$ cat src/rtl/pipeline_hazard_ctrl.sv
// Pipeline sequencer: pipe-register write enables, load-use stall,
// data-memory wait freeze with timeout, and exception entry sequencing.
//
// Ports:
//   clk, reset (async, active-low)
//   ex_mem_read, ex_rd_load[2:0] : load in ID/EX and its destination
//   id_src[11:0], id_src_vld[3:0]: four ID-pair sources {s3,s2,s1,s0}
//   branch_taken                 : branch resolved taken this cycle
//   ex_cause, ex_invalid         : ID/EX exception sources
//   mem_busy                     : data memory not ready
//   pc_write, if_write, id_write,
//   ex_mem_write, mem_wb_write   : pipe register write enables
//   if_id_flush, id_ex_bubble    : IF/ID clear, ID/EX control squash
//   pc_sel[1:0]                  : 0 seq, 1 branch, 2 exception vector
//   epc_write                    : capture ID/EX pc into EPC
//   exc_code[2:0]                : {timeout,invalid,cause}, sticky
//   stall_cnt[31:0], flush_cnt[15:0] : perf counters
//
// Build option: define PIPE_CTRL_PERF_EN to enable the perf counters;
// otherwise both counter ports are tied to zero.

module pipeline_hazard_ctrl #(
  parameter int unsigned LU_STALL_CYCLES = 1,
  parameter int unsigned DRAIN_CYCLES    = 2,
  parameter int unsigned MEM_TIMEOUT     = 15
) (
  input  logic        clk,
  input  logic        reset,
  input  logic        ex_mem_read,
  input  logic [2:0]  ex_rd_load,
  input  logic [11:0] id_src,
  input  logic [3:0]  id_src_vld,
  input  logic        branch_taken,
  input  logic        ex_cause,
  input  logic        ex_invalid,
  input  logic        mem_busy,
  output logic        pc_write,
  output logic        if_write,
  output logic        if_id_flush,
  output logic        id_write,
  output logic        id_ex_bubble,
  output logic        ex_mem_write,
  output logic        mem_wb_write,
  output logic [1:0]  pc_sel,
  output logic        epc_write,
  output logic [2:0]  exc_code,
  output logic [31:0] stall_cnt,
  output logic [15:0] flush_cnt
);

  typedef enum logic [2:0] {
    RUN,
    LU_STALL,
    MEM_WAIT,
    EXC_DRAIN,
    EXC_VEC
  } state_e;

  localparam logic [7:0] DRAIN_C = 8'(DRAIN_CYCLES);
  localparam logic [7:0] TMO_C   = 8'(MEM_TIMEOUT);
  localparam logic [1:0] LU_M1   = 2'(LU_STALL_CYCLES - 1);

  state_e     state_q, state_d;
  logic [7:0] cnt_q, cnt_d;
  logic [1:0] lu_q, lu_d;
  logic       from_lu_q, from_lu_d;
  logic [2:0] exc_q, exc_d;

  logic       src_hit;
  logic       hazard;
  logic       exc_in;

  always_comb begin
    src_hit = 1'b0;
    for (int i = 0; i < 4; i++) begin
      if (id_src_vld[i] && (id_src[3*i +: 3] == ex_rd_load)) begin
        src_hit = 1'b1;
      end
    end
  end

  assign hazard = ex_mem_read & src_hit;
  assign exc_in = ex_cause | ex_invalid;

  always_ff @(posedge clk or negedge reset) begin
    if (!reset) begin
      state_q   <= RUN;
      cnt_q     <= '0;
      lu_q      <= '0;
      from_lu_q <= 1'b0;
      exc_q     <= '0;
    end else begin
      state_q   <= state_d;
      cnt_q     <= cnt_d;
      lu_q      <= lu_d;
      from_lu_q <= from_lu_d;
      exc_q     <= exc_d;
    end
  end

  always_comb begin
    state_d      = state_q;
    cnt_d        = cnt_q;
    lu_d         = lu_q;
    from_lu_d    = from_lu_q;
    exc_d        = exc_q;
    pc_write     = 1'b1;
    if_write     = 1'b1;
    id_write     = 1'b1;
    ex_mem_write = 1'b1;
    mem_wb_write = 1'b1;
    if_id_flush  = 1'b0;
    id_ex_bubble = 1'b0;
    pc_sel       = 2'd0;
    epc_write    = 1'b0;

    unique case (state_q)
      RUN: begin
        if (exc_in) begin
          epc_write    = 1'b1;
          if_id_flush  = 1'b1;
          id_ex_bubble = 1'b1;
          pc_write     = 1'b0;
          exc_d        = {1'b0, ex_invalid, ex_cause};
          cnt_d        = DRAIN_C;
          state_d      = EXC_DRAIN;
        end else if (mem_busy) begin
          pc_write     = 1'b0;
          if_write     = 1'b0;
          id_write     = 1'b0;
          ex_mem_write = 1'b0;
          mem_wb_write = 1'b0;
          cnt_d        = 8'd1;
          from_lu_d    = 1'b0;
          state_d      = MEM_WAIT;
        end else if (branch_taken) begin
          pc_sel       = 2'd1;
          if_id_flush  = 1'b1;
        end else if (hazard) begin
          pc_write     = 1'b0;
          if_write     = 1'b0;
          id_ex_bubble = 1'b1;
          if (LU_M1 != 2'd0) begin
            lu_d    = LU_M1;
            state_d = LU_STALL;
          end
        end
      end

      LU_STALL: begin
        if (mem_busy) begin
          // Remaining stall count is kept in lu_q across the wait.
          pc_write     = 1'b0;
          if_write     = 1'b0;
          id_write     = 1'b0;
          ex_mem_write = 1'b0;
          mem_wb_write = 1'b0;
          cnt_d        = 8'd1;
          from_lu_d    = 1'b1;
          state_d      = MEM_WAIT;
        end else begin
          pc_write     = 1'b0;
          if_write     = 1'b0;
          id_ex_bubble = 1'b1;
          if (lu_q <= 2'd1) begin
            lu_d    = 2'd0;
            state_d = RUN;
          end else begin
            lu_d = lu_q - 2'd1;
          end
        end
      end

      MEM_WAIT: begin
        if (mem_busy) begin
          if (cnt_q == TMO_C) begin
            // Bus error: memory still busy, so EX/MEM and MEM/WB hold.
            pc_write     = 1'b0;
            ex_mem_write = 1'b0;
            mem_wb_write = 1'b0;
            if_id_flush  = 1'b1;
            id_ex_bubble = 1'b1;
            exc_d        = 3'b100;
            cnt_d        = DRAIN_C;
            from_lu_d    = 1'b0;
            lu_d         = 2'd0;
            state_d      = EXC_DRAIN;
          end else begin
            pc_write     = 1'b0;
            if_write     = 1'b0;
            id_write     = 1'b0;
            ex_mem_write = 1'b0;
            mem_wb_write = 1'b0;
            if (cnt_q != 8'hFF) begin
              cnt_d = cnt_q + 8'd1;
            end
          end
        end else if (from_lu_q) begin
          // Load-use still pending: hold PC/IF while returning.
          pc_write     = 1'b0;
          if_write     = 1'b0;
          id_ex_bubble = 1'b1;
          from_lu_d    = 1'b0;
          state_d      = LU_STALL;
        end else begin
          state_d = RUN;
        end
      end

      EXC_DRAIN: begin
        pc_write     = 1'b0;
        if_write     = 1'b0;
        id_ex_bubble = 1'b1;
        if (cnt_q <= 8'd1) begin
          cnt_d   = 8'd0;
          state_d = EXC_VEC;
        end else begin
          cnt_d = cnt_q - 8'd1;
        end
      end

      EXC_VEC: begin
        pc_sel       = 2'd2;
        if_id_flush  = 1'b1;
        id_ex_bubble = 1'b1;
        state_d      = RUN;
      end

      default: begin
        state_d = RUN;
      end
    endcase
  end

  assign exc_code = exc_q;

`ifdef PIPE_CTRL_PERF_EN
  logic [31:0] stall_q;
  logic [15:0] flush_q;

  always_ff @(posedge clk or negedge reset) begin
    if (!reset) begin
      stall_q <= '0;
      flush_q <= '0;
    end else begin
      if (!pc_write && (stall_q != '1)) begin
        stall_q <= stall_q + 32'd1;
      end
      if (if_id_flush && (flush_q != '1)) begin
        flush_q <= flush_q + 16'd1;
      end
    end
  end

  assign stall_cnt = stall_q;
  assign flush_cnt = flush_q;
`else
  assign stall_cnt = '0;
  assign flush_cnt = '0;
`endif

endmodule

$ cat config.mk
export PLATFORM = sky130hd
export DESIGN_NAME = pipeline_hazard_ctrl
export DESIGN_NICKNAME = d
export VERILOG_FILES = /design/src/rtl/pipeline_hazard_ctrl.sv
export SDC_FILE = /design/constraint.sdc
export NUM_CORES = 1
export LEC_CHECK = 0
export BUFFER_PORTS_ARGS = -buffer_cell sky130_fd_sc_hd__buf_4
export CAP_MARGIN = 20
export CORE_MARGIN = 2
export CORE_UTILIZATION = 45
export DETAILED_ROUTE_END_ITERATION = 8
export MAX_ROUTING_LAYER = met4
export PLACE_DENSITY = 0.73
export SETUP_SLACK_MARGIN = 0.3
export SLEW_MARGIN = 10
export SYNTH_ARGS = -nofsm -noshare
export SYNTH_HDL_FRONTEND = slang
export SYNTH_SLANG_ARGS = --single-unit
$ cat constraint.sdc
create_clock -name clk -period 4.6 [get_ports clk]
set_input_delay 0.92 -clock clk [delete_from_list [all_inputs] [get_ports clk]]
set_output_delay 0.92 -clock clk [all_outputs]
set_load 0.01 [all_outputs]
### Word level (Yosys, flattened, before mapping)

Cells that the tools add are included.

* output and inout port bits: 61
* input bits: 26
* logic and storage cells: 120
* register bits: 17

* reductions and logical operators: 17
* eq/ne operators: 22
* bitwise logic cells: 2
* muxes and demuxes: 69
* $add $sub $neg: 3
* $lt $le $gt $ge: 2

Operators by type and width (number)
* 8-bit two-way mux: 6
* 1-bit two-way mux: 37
* 8-bit case mux with 4 select lines: 1
* 3-bit two-way mux: 10
* 2-bit inequality test (second input constant): 8
* 1-bit case mux with 3 select lines: 5
* 3-bit equality test: 4
* 3-bit inequality test (second input constant): 4
* 3-bit case mux with 4 select lines: 1
* 4-bit AND reduction: 3
* 8-bit by 1-bit adder with 8-bit output (second input constant): 1
* 8-bit by 4-bit equality test with 1-bit output (second input constant): 1
* 8-bit by 1-bit less-or-equal comparator with 1-bit output (second input constant): 1
* 2-bit two-way mux: 4
* 8-bit inequality test (second input constant): 1
* 2-bit case mux with 2 select lines: 2
* 8-bit by 1-bit subtractor with 8-bit output (second input constant): 1
* 3-bit by 2-bit equality test with 1-bit output (second input constant): 2
* 3-bit case mux with 2 select lines: 1
* 2-bit OR reduction: 3
* 5-bit AND reduction: 1
* 1-bit logical AND: 4
* 1-bit case mux with 4 select lines: 1
* 2-bit nonzero test: 2
* 11 further kinds: 11

### Logic depth before layout (Yosys ltp)

* depth after elaboration: 12
* mapped depth: 8
* depth with buffers taken out: 7

### Worst setup path before layout

Ideal clock, no wire load.

* path kind: input-to-output
* start point: input ex_rd_load[1]
* end point: output id_ex_bubble
* arrival time: 2.087 ns
* path slack: 1.593 ns
* stages on the path: 6
* required time: 3.680 ns
* path through: clkbuf_1 -> xnor2_1 -> and4_1 -> a41oi_1 -> a311oi_1 -> a221o_1

* cells in the longest elaborated chain, start to end: 12
* elaborated cells between the ends (all ways): 18
* classes of those cells: eq/ne: 4; mux: 9; bitwise: 1; reduce/logical: 4

RTL lines
* start, declared: line 30 `input logic [2:0] ex_rd_load,`
* 3-bit equality test: line 76 `if (id_src_vld[i] && (id_src[3*i +: 3] == ex_rd_load)) begin`
* 1-bit logical AND: line 76
* 1-bit two-way mux (3 in a row): line 76
* 1-bit two-way mux *: line 76
* 1-bit AND *: line 82 `assign hazard = ex_mem_read & src_hit;`
* 1-bit two-way mux *: line 139 `end else if (hazard) begin`
* 1-bit two-way mux *: line 136 `end else if (branch_taken) begin`
* 1-bit two-way mux *: line 127 `end else if (mem_busy) begin`
* 1-bit two-way mux *: line 119 `if (exc_in) begin`
* 1-bit case mux with 4 select lines *: line 117 `unique case (state_q)`
* end, declared: line 41 `output logic id_ex_bubble,`

Mark *: on every way between the ends. The rest lies on a longest branch, timed or not.

### Worst setup path in the final report

* start point: register state_q[0]
* end point: output id_write

* cells in the longest elaborated chain, start to end: 2
* elaborated cells between the ends (all ways): 4
* classes of those cells: eq/ne: 2; mux: 1; reduce/logical: 1

RTL lines
* start, declared: line 63 `state_e state_q, state_d;`
* start signal, assigned: line 93 `state_q <= state_d;`
* 3-bit by 2-bit equality test with 1-bit output (tied with other cells): line 117
* 1-bit case mux with 3 select lines *: line 117
* end, declared: line 40 `output logic id_write,`

Marked as above.

==> results by stage <==
Yosys:
- The cell count after synthesis is 255.
- The Yosys step of the flow raised 0 warnings.
- Of the total synthesized cell area, the portion taken by AND, OR, NAND and NOR gates is 19.9%.
- Measured against the total synthesized area, the mux share comes to 1.88%.
- The synthesized design contains 0 enable-type register cells.
- In the synthesized netlist the dominant register cell turns out to be dfrtp_1.
- The adder-cell share of the synthesized area is 1.88%.
- In this run, distinct cell masters in the synthesized netlist total 59.
- The xor and xnor area share after synthesis is 5.25%.
- Summing the areas of all compound-gate instances in the mapped netlist gives 25.0% of the synthesized area.
- A synthesized cell averages 7.85 um^2.
- Ranked by total cell area, the synthesized netlist is headed by dfrtp_1 21%, buf_4 19%, xnor2_1 5.3%.
- The register area share after synthesis is 21.3%.
- The area of the mapped netlist is 2000 um^2.
- The register bit count reported by yosys is 17.
- Summed over its instances, the top area cell type makes up 21.3% of the synthesized netlist area.
- The most area-hungry cell type in the Yosys netlist is dfrtp_1.
- The main combinational cell family by area after synthesis is compound AO/OA/AOI/OAI gates.
- Of all flip-flops after synthesis, the portion carrying an async set or reset was 100%.

Floorplan:
- The floorplan has 24 rows.
- The die height is 70.7 um.
- 87 I/O pins were placed.
- The die covers 4990 um^2.
- The horizontal die dimension is 70.7 um.
- The floorplan core area is 4320 um^2.
- Once the floorplan was initialized, standard cells occupied 46.3% of the core.

Layout:
- In the layout the commonest cells are 48 x conb_1, 38 x buf_4, 17 x nand2_1, 17 x dfrtp_1.
- In the final layout, the share of cells above drive strength 1 is 19.4%.
- The most common cell after layout, fill and taps aside is conb_1.
- The net count reported at finish is 308.
- The number of antenna diodes is 0.
- Relative to the synthesized area, the layout overhead comes to 6.32%.
- The summed area of non-filler cells in the final layout is 2130 um^2.

Critical path:
- In this run the critical register-to-register path is captured at cnt_q[5].
- The launching point of the worst reg2reg path is state_q[0].
- The critical path is of the flop to output port type.
- Of all nets on the critical path, the largest fanout is 21.
- The critical path capture point type is an output port.
- The number of cells on the worst reg-to-reg path is 5.
- At the worst endpoint, the required time is 3680 ps.
- The kind of start point of the critical path is a flop.
- The destination of the critical timing path is id_write.
- The critical path arrival is 2420 ps.
- Setup slack on the worst reg-to-reg path comes out at 2130 ps.
- The launch point of the worst path is state_q[0].

Routing:
- The length of routed met2 wiring is 2.40 mm.
- Before antenna repair, the detailed router went through 4 iterations.
- The via count is 1827.
- The highest metal layer with signal wires is met4.
- In this run the remaining antenna-violating nets after routing total 0.
- The initial detailed-routing violation count is 228.
- In the final routing, the length of wire on met1 measures 1.93 mm.
- After detailed routing, the number of remaining DRC violations is 0.
- The mean routed wirelength per cell is 14.5 um.
- Summed over all layers, the routed wires come to 4.77 mm.
- Using the TritonRoute via totals, the vias-per-cell ratio works out to 5.54.
- The detailed route wirelength on metal3 is 379 um.

CTS:
- The CTS tree is built.
- The clock-pin slew on the worst setup and hold paths is 80 ps.
- Clock tree synthesis selected as its root buffer the cell clkbuf_8.
- The clock insertion delay at the later pin of the skew report is 260 ps.
- The hold buffer count at cts is 0.
- The number of clock sinks seen by CTS is 17.
- After clock tree synthesis, the repair step resized 0 gates.
- The maximum clock path buffer count is 2.
- The count of H-tree levels built during CTS is 1.
- Buffers inserted during clock tree synthesis total 3.
- The number of post-CTS setup repair buffers is 0.

Pwr:
- The overall power of the completed layout is 1270 uW.
- Summed over all nets, the switching power comes to 652 uW.
- The clock network burns 9.2% of the power.
- VDD sags by at most 200 uV.
- Power spread over the standard cell area amounts to 599 nW/um^2.
- Registers are responsible for 26.4% of the overall power.
- The static leakage is 0.000996 uW.
- Combinational cells account for 64.4% of the total power.
- The internal power component is 622 uW.
- Of the total power, the share spent switching nets is 51.2%.

Min path:
- The cell count of the worst hold path is 2.
- The worst hold-check path type is flop to flop.

Placed design:
- Summed over all nets, the half-perimeter wirelength after detailed placement is 3.63 mm.
- Timing analysis after detailed placement gives a worst setup slack of 1430 ps.
- The number of port buffers is 38.
- After detailed placement, the total cell area comes to 2080 um^2.
- The congestion estimate from routability-driven global placement came to 0.931.

GRT:
- The overall fraction of global-route tracks in use is 18.8%.
- The pin count of the biggest net entering global routing is 22.
- The wire length of the first global-routing pass is 7.38 mm.
- The global route total overflow is 0.
- The via count of the first global-routing pass is 1628.
- The number of antenna violations at the first check in global routing was 0.

STA:
- The number of failing hold endpoints at the final stage is 0.
- Setup violations remaining at the end of the flow were counted as 0.
- In this run the tightest slew margin relative to its limit is 47.1%.
- In the final timing run, aggregate negative setup slack is 0 ps.
- The post-route clock period utilization is 72.5%.
- For the finished layout, the period the worst path requires is 3340 ps.
- The slew at the pin closest to its max-slew limit is 786 ps.
- The worst-case setup margin in the final layout is 1260 ps.
- Across all hold checks on the routed design, the worst slack comes to 478 ps.
- Setup repair after global routing left no endpoint under its margin.
- The final number of max-transition violations is 0.
- The clock skew after layout is 8.99 ps.
- The highest clock rate is 0.300 GHz.

Run status:
- The flow ran to the end, and the final reports show no timing, DRC or antenna violations.

Run:
- The number of violations of the max-capacitance limit is 0.
-- cell families after synthesis --
family | Yosys count
simple gates | 70
buf+inv | 78
mux | 3
flops | 17
other cells | 1
xor+xnor | 12
compound gates | 71
fa+ha+maj | 3
-- power by group through the flow --
stage                     registers [uW]  clock network [uW]  logic, uW
after detailed placement             335                   0        812
after global routing                 350                 125        898
final                                336                 117        820
after global placement               333                   0        806
after floorplan                      258                   0        693
after CTS                            332                 122        818
-- worst min-delay path by stage --
stage / end / start
detailed placement: exc_code[1] / exc_code[1]
floorplan: from_lu_q / from_lu_q
global route: exc_code[1] / exc_code[1]
finish: exc_code[1] / exc_code[1]
global placement: exc_code[1] / exc_code[1]
CTS: exc_code[1] / exc_code[1]
-- cell type report --
| type | count | area, um^2 |
|---|---|---|
| Tap cell | 52 | 65.1 |
| Multi-Input combinational cell | 207 | 1260 |
| Fill cell | 449 | 2200 |
| Timing Repair Buffer | 38 | 285 |
| Clock buffer | 3 | 41.3 |
| Inverter | 12 | 45.0 |
| Clock inverter | 1 | 5.00 |
| Sequential cell | 17 | 425 |
-- through the flow --
step           instances  utilization [%]
2_1_floorplan        302                -
3_3_place_gp         326             48.1
3_5_place_dp         326             48.1
4_1_cts              330             49.2
5_1_grt              330             49.2
6_report             330             49.2
-- critical path: stages, from the launching register on --
cell	delay, ps
dfrtp_1	620
nor3b_2	690
nand2_1	210
nor2_1	330
or2_2	190
buf_4	110
-- Yosys cell counts (2+ instances only) --
cell,number
nand3_1,7
a41oi_1,4
a22o_1,2
and3_1,3
o221ai_1,2
nor4_1,3
buf_1,2
a31oi_1,5
o2111ai_1,2
buf_2,3
inv_1,11
o31ai_1,2
a21o_1,2
xnor2_1,12
dfrtp_1,17
or4_1,2
o21ai_0,11
nand4_1,4
a31o_2,2
or2_2,3
nand2b_1,2
a32o_1,2
nor2_1,12
o22ai_1,3
a211oi_1,3
a21oi_1,12
a221o_1,2
ha_1,3
or3_1,2
clkbuf_1,10
a22oi_1,2
buf_4,50
nand2_1,17
o211ai_1,6
nor3_1,6
-- metal layers --
layer	vias up	global-route usage, %
met3	7	2.28
met1	857	23.3
met2	96	31.8
met4	0	6.29
met5	-	-
li1	867	-
-- registers in the layout, summed over array words and instances (netlist names) --
name,count
cnt_q,8
from_lu_q,1
exc_code,3
lu_q,2
state_q,3
(Power assumes the default switching activity.)
